--- src/rtl/sum_accumulator.sv ---
// ============================================================================
//  Module   : sum_accumulator
//  Summary  : Sums FRAME_LEN adder sum words per frame behind a valid/ready
//             input. Each frame total is presented on a registered
//             valid/ready output, together with a sticky overflow flag.
//  Options  : SUM_ACC_SATURATE_EN clamps the total to all-ones on carry-out.
//  Revision : 1.0 - initial release
// ============================================================================
`default_nettype none

module sum_accumulator #(
    parameter int N         = 2,
    parameter int FRAME_LEN = 4,
    parameter int ACC_W     = N + 9
) (
    input  logic                           clk,
    input  logic                           rst_n,
    input  logic                           in_valid,
    output logic                           in_ready,
    input  logic [N:0]                     in_sum,
    input  logic                           clear,
    output logic                           out_valid,
    input  logic                           out_ready,
    output logic [ACC_W-1:0]               out_acc,
    output logic                           out_overflow,
    output logic [$clog2(FRAME_LEN+1)-1:0] frame_cnt
);

    localparam int c_CNT_W = $clog2(FRAME_LEN + 1);
    localparam int c_PAD_W = ACC_W - N;
    localparam logic [c_CNT_W-1:0] c_CNT_ONE  = c_CNT_W'(1);
    localparam logic [c_CNT_W-1:0] c_CNT_LAST = c_CNT_W'(FRAME_LEN - 1);

    typedef enum logic [0:0] {
        ST_ACCUM = 1'b0,
        ST_HOLD  = 1'b1
    } state_t;

    state_t             r_state;
    logic [ACC_W-1:0]   r_acc;
    logic               r_ovf;
    logic [c_CNT_W-1:0] r_cnt;
    logic               r_out_valid;
    logic [ACC_W-1:0]   r_out_acc;
    logic               r_out_ovf;

    logic               w_in_ready;
    logic               w_accept;
    logic               w_last;
    logic [ACC_W:0]     w_in_ext;
    logic [ACC_W:0]     w_add;
    logic               w_carry;
    logic [ACC_W-1:0]   w_acc_next;
    logic               w_ovf_next;

    // in_ready depends on state only, so it never combinationally follows in_valid.
    assign w_in_ready = (r_state == ST_ACCUM);
    assign w_accept   = in_valid & w_in_ready;
    assign w_last     = (r_cnt == c_CNT_LAST);

    assign w_in_ext   = {{c_PAD_W{1'b0}}, in_sum};
    assign w_add      = {1'b0, r_acc} + w_in_ext;
    assign w_carry    = w_add[ACC_W];
    assign w_ovf_next = r_ovf | w_carry;

`ifdef SUM_ACC_SATURATE_EN
    // Once clamped, any further carry re-clamps, so the total stays at all-ones.
    assign w_acc_next = w_carry ? {ACC_W{1'b1}} : w_add[ACC_W-1:0];
`else
    assign w_acc_next = w_add[ACC_W-1:0];
`endif

    always_ff @(posedge clk) begin
        if (!rst_n) begin
            r_state     <= ST_ACCUM;
            r_acc       <= '0;
            r_ovf       <= 1'b0;
            r_cnt       <= '0;
            r_out_valid <= 1'b0;
            r_out_acc   <= '0;
            r_out_ovf   <= 1'b0;
        end else if (clear) begin
            // Abort: any sample presented this cycle is dropped; out_acc keeps its value.
            r_state     <= ST_ACCUM;
            r_acc       <= '0;
            r_ovf       <= 1'b0;
            r_cnt       <= '0;
            r_out_valid <= 1'b0;
        end else begin
            case (r_state)
                ST_ACCUM: begin
                    if (w_accept) begin
                        r_acc <= w_acc_next;
                        r_ovf <= w_ovf_next;
                        r_cnt <= r_cnt + c_CNT_ONE;
                        if (w_last) begin
                            r_out_acc   <= w_acc_next;
                            r_out_ovf   <= w_ovf_next;
                            r_out_valid <= 1'b1;
                            r_state     <= ST_HOLD;
                        end
                    end
                end
                ST_HOLD: begin
                    if (r_out_valid && out_ready) begin
                        r_out_valid <= 1'b0;
                        r_acc       <= '0;
                        r_ovf       <= 1'b0;
                        r_cnt       <= '0;
                        r_state     <= ST_ACCUM;
                    end
                end
                default: begin
                    r_state <= ST_ACCUM;
                end
            endcase
        end
    end

    assign in_ready     = w_in_ready;
    assign out_valid    = r_out_valid;
    assign out_acc      = r_out_acc;
    assign out_overflow = r_out_ovf;
    assign frame_cnt    = r_cnt;

endmodule

`default_nettype wire

--- config.mk ---
export PLATFORM = sky130hd
export DESIGN_NAME = sum_accumulator
export DESIGN_NICKNAME = d
export VERILOG_FILES = /design/src/rtl/sum_accumulator.sv
export SDC_FILE = /design/constraint.sdc
export NUM_CORES = 1
export LEC_CHECK = 0
export CAP_MARGIN = 20
export CORE_MARGIN = 2
export CORE_UTILIZATION = 30
export CTS_BUF_LIST = sky130_fd_sc_hd__clkbuf_16
export DETAILED_ROUTE_END_ITERATION = 16
export PLACE_DENSITY_LB_ADDON = 0.05
export SETUP_SLACK_MARGIN = 0.5
export SYNTH_ARGS = -nofsm -noshare
export SYNTH_HDL_FRONTEND = slang
export SYNTH_SLANG_ARGS = --single-unit
--- constraint.sdc ---
create_clock -name clk -period 5.5 [get_ports clk]
set_input_delay 0.55 -clock clk [delete_from_list [all_inputs] [get_ports clk]]
set_output_delay 0.55 -clock clk [all_outputs]
set_load 0.005 [all_outputs]
==> PnR_summary.wiki, run 1 <==
{| class="wikitable"
! Metric !! Value
|-
| Run status || completed
|-
| DPL Wire Length || 2.47 mm
|-
| Setup repair after global routing missed its margin || no
|-
| Mean post-synth cell area || 8.64 sq um
|-
| Total negative slack || 0 ps
|-
| Highest metal used || met4
|-
| WS Path Type || in -> reg
|-
| Slew Limit Fails || 0
|-
| Effective utilization at floorplan || 30.8%
|-
| H-Tree Depth || 2
|-
| Number of max-capacitance violations reported || 0
|-
| Hold Vio Cnt, Final || 0
|-
| Count of endpoints failing setup in the final report || 0
|-
| Cell variety after synth || 39
|-
| Wire length on met3 || 86 microns
|-
| Top library cells by usage in the layout, fill and taps aside || sky130_fd_sc_hd__dfxtp_1, sky130_fd_sc_hd__clkdlybuf4s50_1, sky130_fd_sc_hd__nand2_1
|-
| Sequential cell area fraction in the yosys report || 40.5%
|-
| Cell depth of the worst hold path || 2
|-
| Vertical die dimension || 73.1 microns
|-
| Net count after synthesis || 180
|-
| Maximum number of pins on one net before global-route repair || 23
|-
| Row cnt || 25
|-
| Number of remaining DRC errors || 0
|-
| DRT Wirelength || 3.53 mm
|-
| Share of synthesized cell area in and, or, nand and nor gates || 22.1%
|-
| Post-route ant nets || 0
|-
| Layout net count || 202
|-
| Max Root-Sink Buffers || 2
|-
| Clock tree skew after final layout || 4.47 ps
|-
| TritonCTS buffer count || 5
|-
| Number of enable flip-flop cells after synthesis || 0
|-
| Post-CTS setup repair buffer count || 0
|-
| Min Tclk post-route || 2330 ps
|-
| Mux contribution to synthesized area || 0%
|-
| Top-Level Pins || 25
|-
| Metal-1 WL || 1.75 mm
|-
| Via count of the first global-routing pass || 1280
|-
| Kind of end point of the critical path || flip-flop
|-
| Number of cells on the worst reg-to-reg path || 6
|-
| Initial DRT Pass Iterations || 4
|-
| Area share of xor/xnor cells in the synthesized design || 5.50%
|-
| Number of antenna violations at the first check in global routing || 0
|-
| Die Area || 5350 sq um
|-
| Clock latency reported for the late side of the worst-skew pair || 270 ps
|-
| Cell area after synthesis || 1430 sq um
|-
| Crit Reg-Reg Endpoint || r_acc[6]
|-
| Peak supply drop || 0.185 mV
|-
| GP Congestion || 0.843
|-
| Complex-gate fraction of the synthesized area || 22.3%
|-
| Clock tree from TritonCTS || yes
|-
| Adder-cell share of the synthesized area || 5.76%
|-
| Static Leakage || 0.649 nW
|-
| Critical path required time || 5690 ps
|-
| Post-CTS clock slew at the launch and capture registers of the worst setup and hold paths || 50 ps
|-
| Worst setup slack for register-to-register paths || 3590 ps
|-
| Fill cell count || 466
|-
| Post-synth ARST share || 0%
|-
| Min-Delay Endpoint || r_ovf
|-
| Count of input and output buffers || 24
|-
| Post-synthesis register bit count || 29
|-
| Critical R2R Launch || r_acc[0]
|-
| Predominant post-synthesis flop cell || sky130_fd_sc_hd__dfxtp_1
|-
| Max Fclk || 0.430 GHz
|-
| Cell at the root of the clock tree || sky130_fd_sc_hd__clkbuf_16
|-
| Layout-stage area growth over the synthesis result || 28.3%
|-
| Layout cells sized above 1 || 9.52%
|-
| Routed length on met2 || 1.66 mm
|-
| Ys Warns || 0
|-
| Count of hold-fix buffers inserted at cts || 0
|-
| Worst setup SP type || primary input
|-
| Final cycle utilization of the critical path || 42.3%
|-
| Initial drt markers || 45
|-
| Clock sink total || 29
|-
| Inserted Diodes || 0
|-
| Synth Instances || 166
|-
| Critical path arrival || 2510 ps
|-
| X dimension of the die || 73.1 microns
|-
| Total number of vias || 1267
|-
| Origin of the worst min-delay path || r_ovf
|-
| Hold Worst Slack || 469 ps
|-
| PD cells || 268 nW/um^2
|-
| Most common cell after layout, fill and taps aside || sky130_fd_sc_hd__dfxtp_1
|-
| Detail-routed net length per standard cell || 14.5 microns
|-
| Dominant combinational cell family by area after synthesis || compound AO/OA/AOI/OAI gates
|-
| Placeable core area || 4660 sq um
|-
| GRT Resource Usage Total || 14.7%
|-
| Global-route wire length before repair || 6.00 mm
|-
| Headroom to the max-slew limit || 52.4%
|-
| Post-cts gate resize count || 0
|-
| Worst min-delay path category || reg -> reg
|-
| Maximum fanout count along the critical path || 6
|-
| Number of vias per cell after detailed routing || 5.21
|-
| Remaining global-route overflow || 0
|-
| Actual slew at the worst max-slew pin || 714 ps
|}
-- final cells by class --
| cell class | instances | area, sq um | area share [%] |
|---|---|---|---|
| flip-flops and latches | 29 | 581 | 31.6 |
| inverters | 2 | 7.51 | 0.408 |
| multi-input cells | 125 | 797 | 43.3 |
| well taps | 54 | 67.6 | 3.67 |
| clock inverters | 3 | 13.8 | 0.748 |
| repair buffers | 25 | 248 | 13.5 |
| clock buffers | 5 | 125 | 6.80 |
-- sequential cells by signal, indices dropped and copies added, names as in the netlist --
name	cells
r_acc	11
out_overflow	1
out_acc	11
r_ovf	1
frame_cnt	3
out_valid	1
r_state	1
-- worst max-delay path by stage --
stage | startpoint | endpoint | cells after the start
floorplan | in_sum[0] | r_acc[6] | 6
global placement | in_sum[0] | out_acc[6] | 7
detailed placement | in_sum[0] | out_acc[6] | 7
CTS | in_sum[0] | out_acc[6] | 7
global route | in_sum[0] | out_acc[6] | 7
finish | in_sum[0] | r_acc[6] | 7
-- critical path, cell delays in order --
cell,delay (ps)
sky130_fd_sc_hd__clkdlybuf4s50_1,410
sky130_fd_sc_hd__ha_1,250
sky130_fd_sc_hd__fa_1,410
sky130_fd_sc_hd__a21o_2,290
sky130_fd_sc_hd__and4_2,280
sky130_fd_sc_hd__o211a_1,200
sky130_fd_sc_hd__nor3_1,120
-- cell usage after synthesis, drive strengths merged, types with 3 or more instances --
master / n / area share, %
nand3: 11 / 4.2
ha: 5 / 4.4
nand2b: 3 / 1.3
xor2: 3 / 1.8
a31oi: 4 / 1.7
o21ai: 10 / 3.5
a21oi: 22 / 8.2
xnor2: 6 / 3.7
nor2: 9 / 2.4
nand2: 23 / 6.0
dfxtp: 29 / 40
buf: 8 / 2.9
nand4: 4 / 2.8
-- where the power goes --
group	switching (mW)	internal, mW	total, mW	leakage [nW]
logic	0.0175	0.0120	0.0295	0.341
clock network	0.0870	0.163	0.250	0.0748
registers	0.00122	0.212	0.213	0.234
total	0.106	0.387	0.493	0.649
-- kinds of logic after synthesis --
family / after synthesis
and+or+nand+nor: 60
AOI/OAI and AO/OA: 50
adders and majority gates: 6
DFF: 29
buffers and inverters: 12
xor gates and xnor gates: 9
-- through the flow --
stage / instances / util (%) / setup slack [ps] / power, mW / area, sq um
6_report: 243 / 39.5 / 3170 / 0.493 / 1840
5_1_grt: 243 / 39.5 / 3110 / 0.516 / 1840
4_1_cts: 242 / 39.3 / 3160 / 0.504 / 1830
3_5_place_dp: 234 / 36.3 / 2890 / 0.247 / 1690
3_3_place_gp: 234 / 36.3 / 2900 / 0.246 / 1690
2_1_floorplan: 166 / - / 3450 / 0.235 / 1430
-- routing by layer --
layer	up-vias	GRT usage, %
li1	640	-
met1	605	18.7
met2	18	24.1
met3	4	3.73
met4	0	4.94
met5	-	0
Power figures use the tool's default switching activity.
==> run 2: changes to the inputs <==
- clock period: 5.5 -> 2.35 ns (I/O delays scaled with it)
==> run 2 against run 1 <==
Net effect:
- die area is the same
- wire length increased by 1.9%
- sequential power grew 130%
- sequential share of layout area shrank 1.4 points
- hold slack improved by 3.5 ps
- setup slack got worse by 2600 ps
- critical path depth increased by 1
- flip-flop and latch count stayed put
- combinational power rose to 2.6 times the previous value
- global-route usage increased by 0.24 points
- clock skew is essentially flat
- via count is essentially flat
- critical endpoint is now out_acc[8]
==> PnR_summary.wiki, run 2 (synthesized netlist as in run 1, its figures left out) <==
{| class="wikitable"
! Metric !! Value
|-
| Run status || completed
|-
| PD cells || 667 nW/um^2 (+150%)
|-
| Top-Level Pins || 25 (unchanged)
|-
| Vertical die dimension || 73.1 microns (unchanged)
|-
| Kind of end point of the critical path || flip-flop
|-
| Global-route wire length before repair || 6.02 mm (+0.33%)
|-
| Count of hold-fix buffers inserted at cts || 0 (unchanged)
|-
| Worst setup SP type || primary input
|-
| Worst min-delay path category || reg -> reg
|-
| WS Path Type || in -> reg
|-
| Fill cell count || 475 (+1.9%)
|-
| Layout cells sized above 1 || 13.3% (+3.8 points)
|-
| Most common cell after layout, fill and taps aside || sky130_fd_sc_hd__dfxtp_1
|-
| TritonCTS buffer count || 5 (unchanged)
|-
| Cell at the root of the clock tree || sky130_fd_sc_hd__clkbuf_16
|-
| Critical path required time || 2500 ps (-3190 ps)
|-
| Headroom to the max-slew limit || 61.6% (+9.2 points)
|-
| Number of antenna violations at the first check in global routing || 0 (unchanged)
|-
| Top library cells by usage in the layout, fill and taps aside || sky130_fd_sc_hd__dfxtp_1, sky130_fd_sc_hd__clkdlybuf4s50_1, sky130_fd_sc_hd__nand2_1
|-
| Setup repair after global routing missed its margin || yes
|-
| Number of remaining DRC errors || 0 (unchanged)
|-
| Post-CTS clock slew at the launch and capture registers of the worst setup and hold paths || 50 ps (about the same)
|-
| Standard cell area after detailed placement || 1720 sq um (+1.8%)
|-
| Total number of vias || 1266 (-0.079%)
|-
| Die Area || 5350 sq um (unchanged)
|-
| Layout net count || 208 (+3.0%)
|-
| Static Leakage || 0.684 nW (+5.4%)
|-
| Initial drt markers || 40 (-11%)
|-
| Number of max-capacitance violations reported || 0 (unchanged)
|-
| Post-route ant nets || 0 (unchanged)
|-
| Detail-routed net length per standard cell || 14.5 microns (-0.53%)
|-
| GRT Resource Usage Total || 14.9% (+0.24 points)
|-
| Effective utilization at floorplan || 30.8% (unchanged)
|-
| Remaining global-route overflow || 0 (unchanged)
|-
| DRT Wirelength || 3.60 mm (+1.9%)
|-
| Maximum number of pins on one net before global-route repair || 22 (-4.3%)
|-
| Max Fclk || 0.553 GHz
|-
| Clock tree skew after final layout || 4.54 ps (+0.0641 ps)
|-
| Min Tclk post-route || 1810 ps
|-
| Initial DRT Pass Iterations || 4 (unchanged)
|-
| Maximum fanout count along the critical path || 5 (-1)
|-
| Row cnt || 25 (unchanged)
|-
| Peak supply drop || 0.341 mV (+84%)
|-
| Count of endpoints failing setup in the final report || 0 (unchanged)
|-
| Max Root-Sink Buffers || 2 (unchanged)
|-
| Clock latency reported for the late side of the worst-skew pair || 270 ps (about the same)
|-
| Layout-stage area growth over the synthesis result || 34.3%
|-
| Final cycle utilization of the critical path || 77.0%
|-
| Placeable core area || 4660 sq um (unchanged)
|-
| DPL Wire Length || 2.54 mm (+3.1%)
|-
| H-Tree Depth || 2 (unchanged)
|-
| Critical path arrival || 1960 ps (-550 ps)
|-
| Inserted Diodes || 0 (unchanged)
|-
| Summed area of non-filler cells in the final layout || 1930 sq um (+4.7%)
|-
| X dimension of the die || 73.1 microns (unchanged)
|-
| Hold Vio Cnt, Final || 0 (unchanged)
|-
| Number of vias per cell after detailed routing || 5.08 (-2.5%)
|-
| Count of input and output buffers || 24 (unchanged)
|-
| Actual slew at the worst max-slew pin || 576 ps (-139 ps)
|-
| GP Congestion || 0.770 (-8.7%)
|-
| Clock tree from TritonCTS || yes
|-
| Worst setup slack for register-to-register paths || 620 ps (-2970 ps)
|-
| Slew Limit Fails || 0 (unchanged)
|-
| Total negative slack || 0 ps (unchanged)
|-
| Clock sink total || 29 (unchanged)
|-
| Via count of the first global-routing pass || 1251 (-2.3%)
|}
-- run 2: changes by cell type in the layout (fill, tap and decap cells not counted), sizes merged --
cell / delta
buf: +6
bufinv: +1
clkinv: -1
-- run 2: area by class of cell --
type / count / area (sq um) / share of cell area, %
sequential: 29 / 581 / 30.1
tap: 54 / 67.6 / 3.51
clock inverter: 3 / 37.5 / 1.95
clock buffer: 5 / 125 / 6.50
inverter: 2 / 7.51 / 0.390
timing repair buffer: 31 / 293 / 15.2
multi-input combinational: 125 / 815 / 42.3
-- run 2: what timing repair did --
item,4_1_cts,5_1_grt
setup buffers,0,3
setup endpoints to repair,2,4
gates resized for setup,3,2
pin swaps,1,2
gates cloned,0,0
-- run 2: critical path, cell delays in order --
cell	delay (ps)
sky130_fd_sc_hd__clkdlybuf4s50_1	410
sky130_fd_sc_hd__ha_2	200
sky130_fd_sc_hd__fa_2	380
sky130_fd_sc_hd__a21o_4	250
sky130_fd_sc_hd__buf_4	130
sky130_fd_sc_hd__nand3_1	80
sky130_fd_sc_hd__xor2_1	180
sky130_fd_sc_hd__a21oi_1	90
-- run 2: metal layers --
layer  GRT usage (%)  up-vias  wire length (microns)
met1            19.9      590                   1850
met2            22.9       18                   1580
met3            4.14        2                    135
li1                -      656                      -
met5               0        -                      0
met4            5.56        0                     29
-- run 2: final timing paths --
check | start | end | cells past startpoint
min | r_ovf | r_ovf | 2
max | in_sum[0] | out_acc[8] | 8
min reg2reg | r_ovf | r_ovf | 2
max reg2reg | r_acc[0] | out_acc[8] | 7
-- run 2: report_power, final --
group / switching, mW / internal [mW]
sequential: 0.00298 / 0.496
combinational: 0.0428 / 0.0334
clock: 0.218 / 0.491
-- run 2: metrics by stage --
| stage | cells | setup slack, ps | utilization [%] | total power, mW | hold WS, ps |
|---|---|---|---|---|---|
| finish | 249 | 541 | 41.3 | 1.28 | 473 |
| global route | 249 | 469 | 41.3 | 1.33 | 491 |
| CTS | 246 | 517 | 40.7 | 1.30 | 476 |
| detailed placement | 238 | 102 | 37.0 | 0.581 | 464 |
| global placement | 238 | 122 | 37.0 | 0.580 | 450 |
| floorplan | 166 | 564 | - | 0.550 | 385 |
==> run 3: changes to the inputs <==
- clock period: 2.35 -> 1.65 ns (I/O delays scaled with it)
==> run 3 against run 2 <==
Net effect:
- hold slack lost 31 ps
- core utilization rose by 9.0 points
- setup slack lost 530 ps
- critical endpoint is now r_acc[6]
- largest cell class unchanged
- largest power group unchanged
==> PnR_summary.wiki, run 3 (synthesized netlist as in run 1, its figures left out) <==
{| class="wikitable"
! Metric !! Value
|-
| Remaining global-route overflow || 0 (unchanged)
|-
| Worst path cell trace || ha_4 -> fa_2 -> a21o_4 -> and4_4 -> o211a_1 -> nor3_2
|-
| Layout cells sized above 1 || 39.9% (+27 points)
|-
| Layout net count || 226 (+8.7%)
|-
| Clock tree skew after final layout || 6.65 ps (+2.11 ps)
|-
| Min Tclk post-route || 1640 ps
|-
| Power, Total || 1.72 mW (+34%)
|-
| PD cells || 732 nW/um^2 (+9.7%)
|-
| Most common cell after layout, fill and taps aside || sky130_fd_sc_hd__dfxtp_1
|-
| Layout-stage area growth over the synthesis result || 63.4%
|-
| Final core utilization || 50.3% (+9.0 points)
|-
| CP peak stage delay || 350 ps (-60 ps)
|-
| Headroom to the max-slew limit || 73.9% (+12 points)
|-
| Run status || completed
|-
| Top-Level Pins || 25 (unchanged)
|-
| Clock latency reported for the late side of the worst-skew pair || 270 ps (about the same)
|-
| Cell type group with the largest total delay on the critical path || adder cells
|-
| Peak supply drop || 0.455 mV (+33%)
|-
| Max Root-Sink Buffers || 2 (unchanged)
|-
| Detail-routed net length per standard cell || 14.9 microns (+3.2%)
|-
| Top library cells by usage in the layout, fill and taps aside || sky130_fd_sc_hd__dfxtp_1, sky130_fd_sc_hd__dlygate4sd2_1, sky130_fd_sc_hd__buf_4
|-
| Placeable core area || 4660 sq um (unchanged)
|-
| Int Pwr || 1.33 mW (+30%)
|-
| Inserted Diodes || 0 (unchanged)
|-
| Initial drt markers || 50 (+25%)
|-
| Cell with the largest stage delay on the worst path || sky130_fd_sc_hd__fa_2
|-
| Static Leakage || 0.920 nW (+34%)
|-
| TritonCTS buffer count || 5 (unchanged)
|-
| Clock sink total || 29 (unchanged)
|-
| Hold Vio Cnt, Final || 0 (unchanged)
|-
| Fill cell count || 429 (-9.7%)
|-
| Die Area || 5350 sq um (unchanged)
|-
| Worst min-delay path category || in -> reg
|-
| Clock tree from TritonCTS || yes
|-
| Clock network fraction of total power || 49.3% (-5.9 points)
|-
| DPL Wire Length || 2.75 mm (+8.0%)
|-
| Post-CTS clock slew at the launch and capture registers of the worst setup and hold paths || 50 ps (about the same)
|-
| Worst setup SP type || flip-flop
|-
| Max Fclk || 0.611 GHz
|-
| Maximum fanout count along the critical path || 5 (unchanged)
|-
| Via count of the first global-routing pass || 1278 (+2.2%)
|-
| Slew Limit Fails || 0 (unchanged)
|-
| DRT Wirelength || 3.98 mm (+11%)
|-
| Hold Worst Slack || 442 ps (-31.1 ps)
|-
| Kind of end point of the critical path || flip-flop
|-
| Maximum number of pins on one net before global-route repair || 23 (+4.5%)
|-
| GP Congestion || 0.802 (+4.2%)
|-
| Critical path arrival || 1840 ps (-120 ps)
|-
| Cell at the root of the clock tree || sky130_fd_sc_hd__clkbuf_16
|-
| Total number of vias || 1382 (+9.2%)
|-
| Number of max-capacitance violations reported || 0 (unchanged)
|-
| Buffers and inverters on the worst path || 0 (-2)
|-
| GRT Resource Usage Total || 15.7% (+0.75 points)
|-
| Row cnt || 25 (unchanged)
|-
| Vertical die dimension || 73.1 microns (unchanged)
|-
| Initial DRT Pass Iterations || 4 (unchanged)
|-
| Critical path required time || 1850 ps (-650 ps)
|-
| Final cycle utilization of the critical path || 99.2%
|-
| Number of antenna violations at the first check in global routing || 0 (unchanged)
|-
| Effective utilization at floorplan || 30.8% (unchanged)
|-
| Count of input and output buffers || 24 (unchanged)
|-
| Number of remaining DRC errors || 0 (unchanged)
|-
| Actual slew at the worst max-slew pin || 390 ps (-185 ps)
|-
| Net Sw Frac || 22.7% (+2.2 points)
|-
| Global-route wire length before repair || 6.31 mm (+4.8%)
|-
| Fraction of power consumed by combinational cells || 9.3% (+3.4 points)
|-
| Count of endpoints failing setup in the final report || 0 (unchanged)
|-
| Setup repair after global routing missed its margin || yes
|-
| H-Tree Depth || 2 (unchanged)
|-
| WS Path Type || reg -> reg
|-
| Post-route ant nets || 0 (unchanged)
|-
| X dimension of the die || 73.1 microns (unchanged)
|-
| Flop pwr share || 41.4% (+2.5 points)
|-
| Number of vias per cell after detailed routing || 5.18 (+1.8%)
|-
| Net switching component of the power || 0.389 mW (+48%)
|}
-- run 3: cell count changes in the layout (fill, tap and decap cells not counted), moves of 6 or more --
cell | previous run | this run
sky130_fd_sc_hd__buf_4 | 7 | 18
sky130_fd_sc_hd__xnor2_2 | 0 | 6
sky130_fd_sc_hd__dfxtp_2 | 0 | 6
sky130_fd_sc_hd__clkdlybuf4s50_1 | 24 | 3
sky130_fd_sc_hd__dfxtp_1 | 29 | 21
sky130_fd_sc_hd__dlygate4sd2_1 | 0 | 19
sky130_fd_sc_hd__nand2_1 | 23 | 16
sky130_fd_sc_hd__xnor2_1 | 6 | 0
-- run 3: metrics by stage --
step	instance area (sq um)	instances	setup TNS, ps	worst slack [ps]
CTS	2170	264	0	11.9
global placement	1910	251	-4010	-321
detailed placement	1910	251	-4420	-349
floorplan	1510	166	0	25.7
finish	2340	267	0	13.1
global route	2340	267	-203	-68.8
-- run 3: path summary, 6_finish.rpt --
kind / startpoint / end / slack [ps] / cells after the start
min: in_valid / r_acc[1] / 440 / 4
min reg2reg: out_acc[1] / out_acc[1] / 460 / 2
max reg2reg: r_acc[0] / r_acc[6] / 10 / 6
max: r_acc[0] / r_acc[6] / 10 / 6
-- run 3: area by class of cell --
| class | instances | area (sq um) | share of cell area [%] |
|---|---|---|---|
| clock inverter | 3 | 13.8 | 0.587 |
| inverter | 2 | 7.51 | 0.320 |
| multi-input combinational | 125 | 1080 | 46.2 |
| clock buffer | 5 | 125 | 5.34 |
| sequential | 29 | 596 | 25.4 |
| timing repair buffer | 49 | 450 | 19.2 |
| tap | 54 | 67.6 | 2.88 |
-- run 3: per-layer routing --
metal / GRT usage [%] / part of all wire, %
met5: 0 / 0
met4: 4.94 / 0.68
met3: 3.87 / 3.6
met2: 23.7 / 47
met1: 21.9 / 48
-- run 3: power by group through the flow --
stage	logic (mW)	registers [mW]	clock network, mW
detailed placement	0.125	0.726	0
floorplan	0.0689	0.725	0
finish	0.160	0.711	0.845
global route	0.172	0.710	0.909
CTS	0.143	0.711	0.869
global placement	0.122	0.726	0
-- run 3: worst reg2reg max path, delay by kind of cell, from the launching register on --
family,cells,cell delay [ps]
AO/OA/AOI/OAI,2,470
adder cells (fa/ha/maj),2,510
flip-flops,1,330
AND/OR/NAND/NOR,2,260
-- run 3: repair_timing --
item                                    4_1_cts  5_1_grt
hold buffers                                  0        0
pin swaps                                    15       27
cloned                                        0        0
gates resized for setup                      44       33
endpoints found under the setup margin       46       28
setup buffers                                 5        3
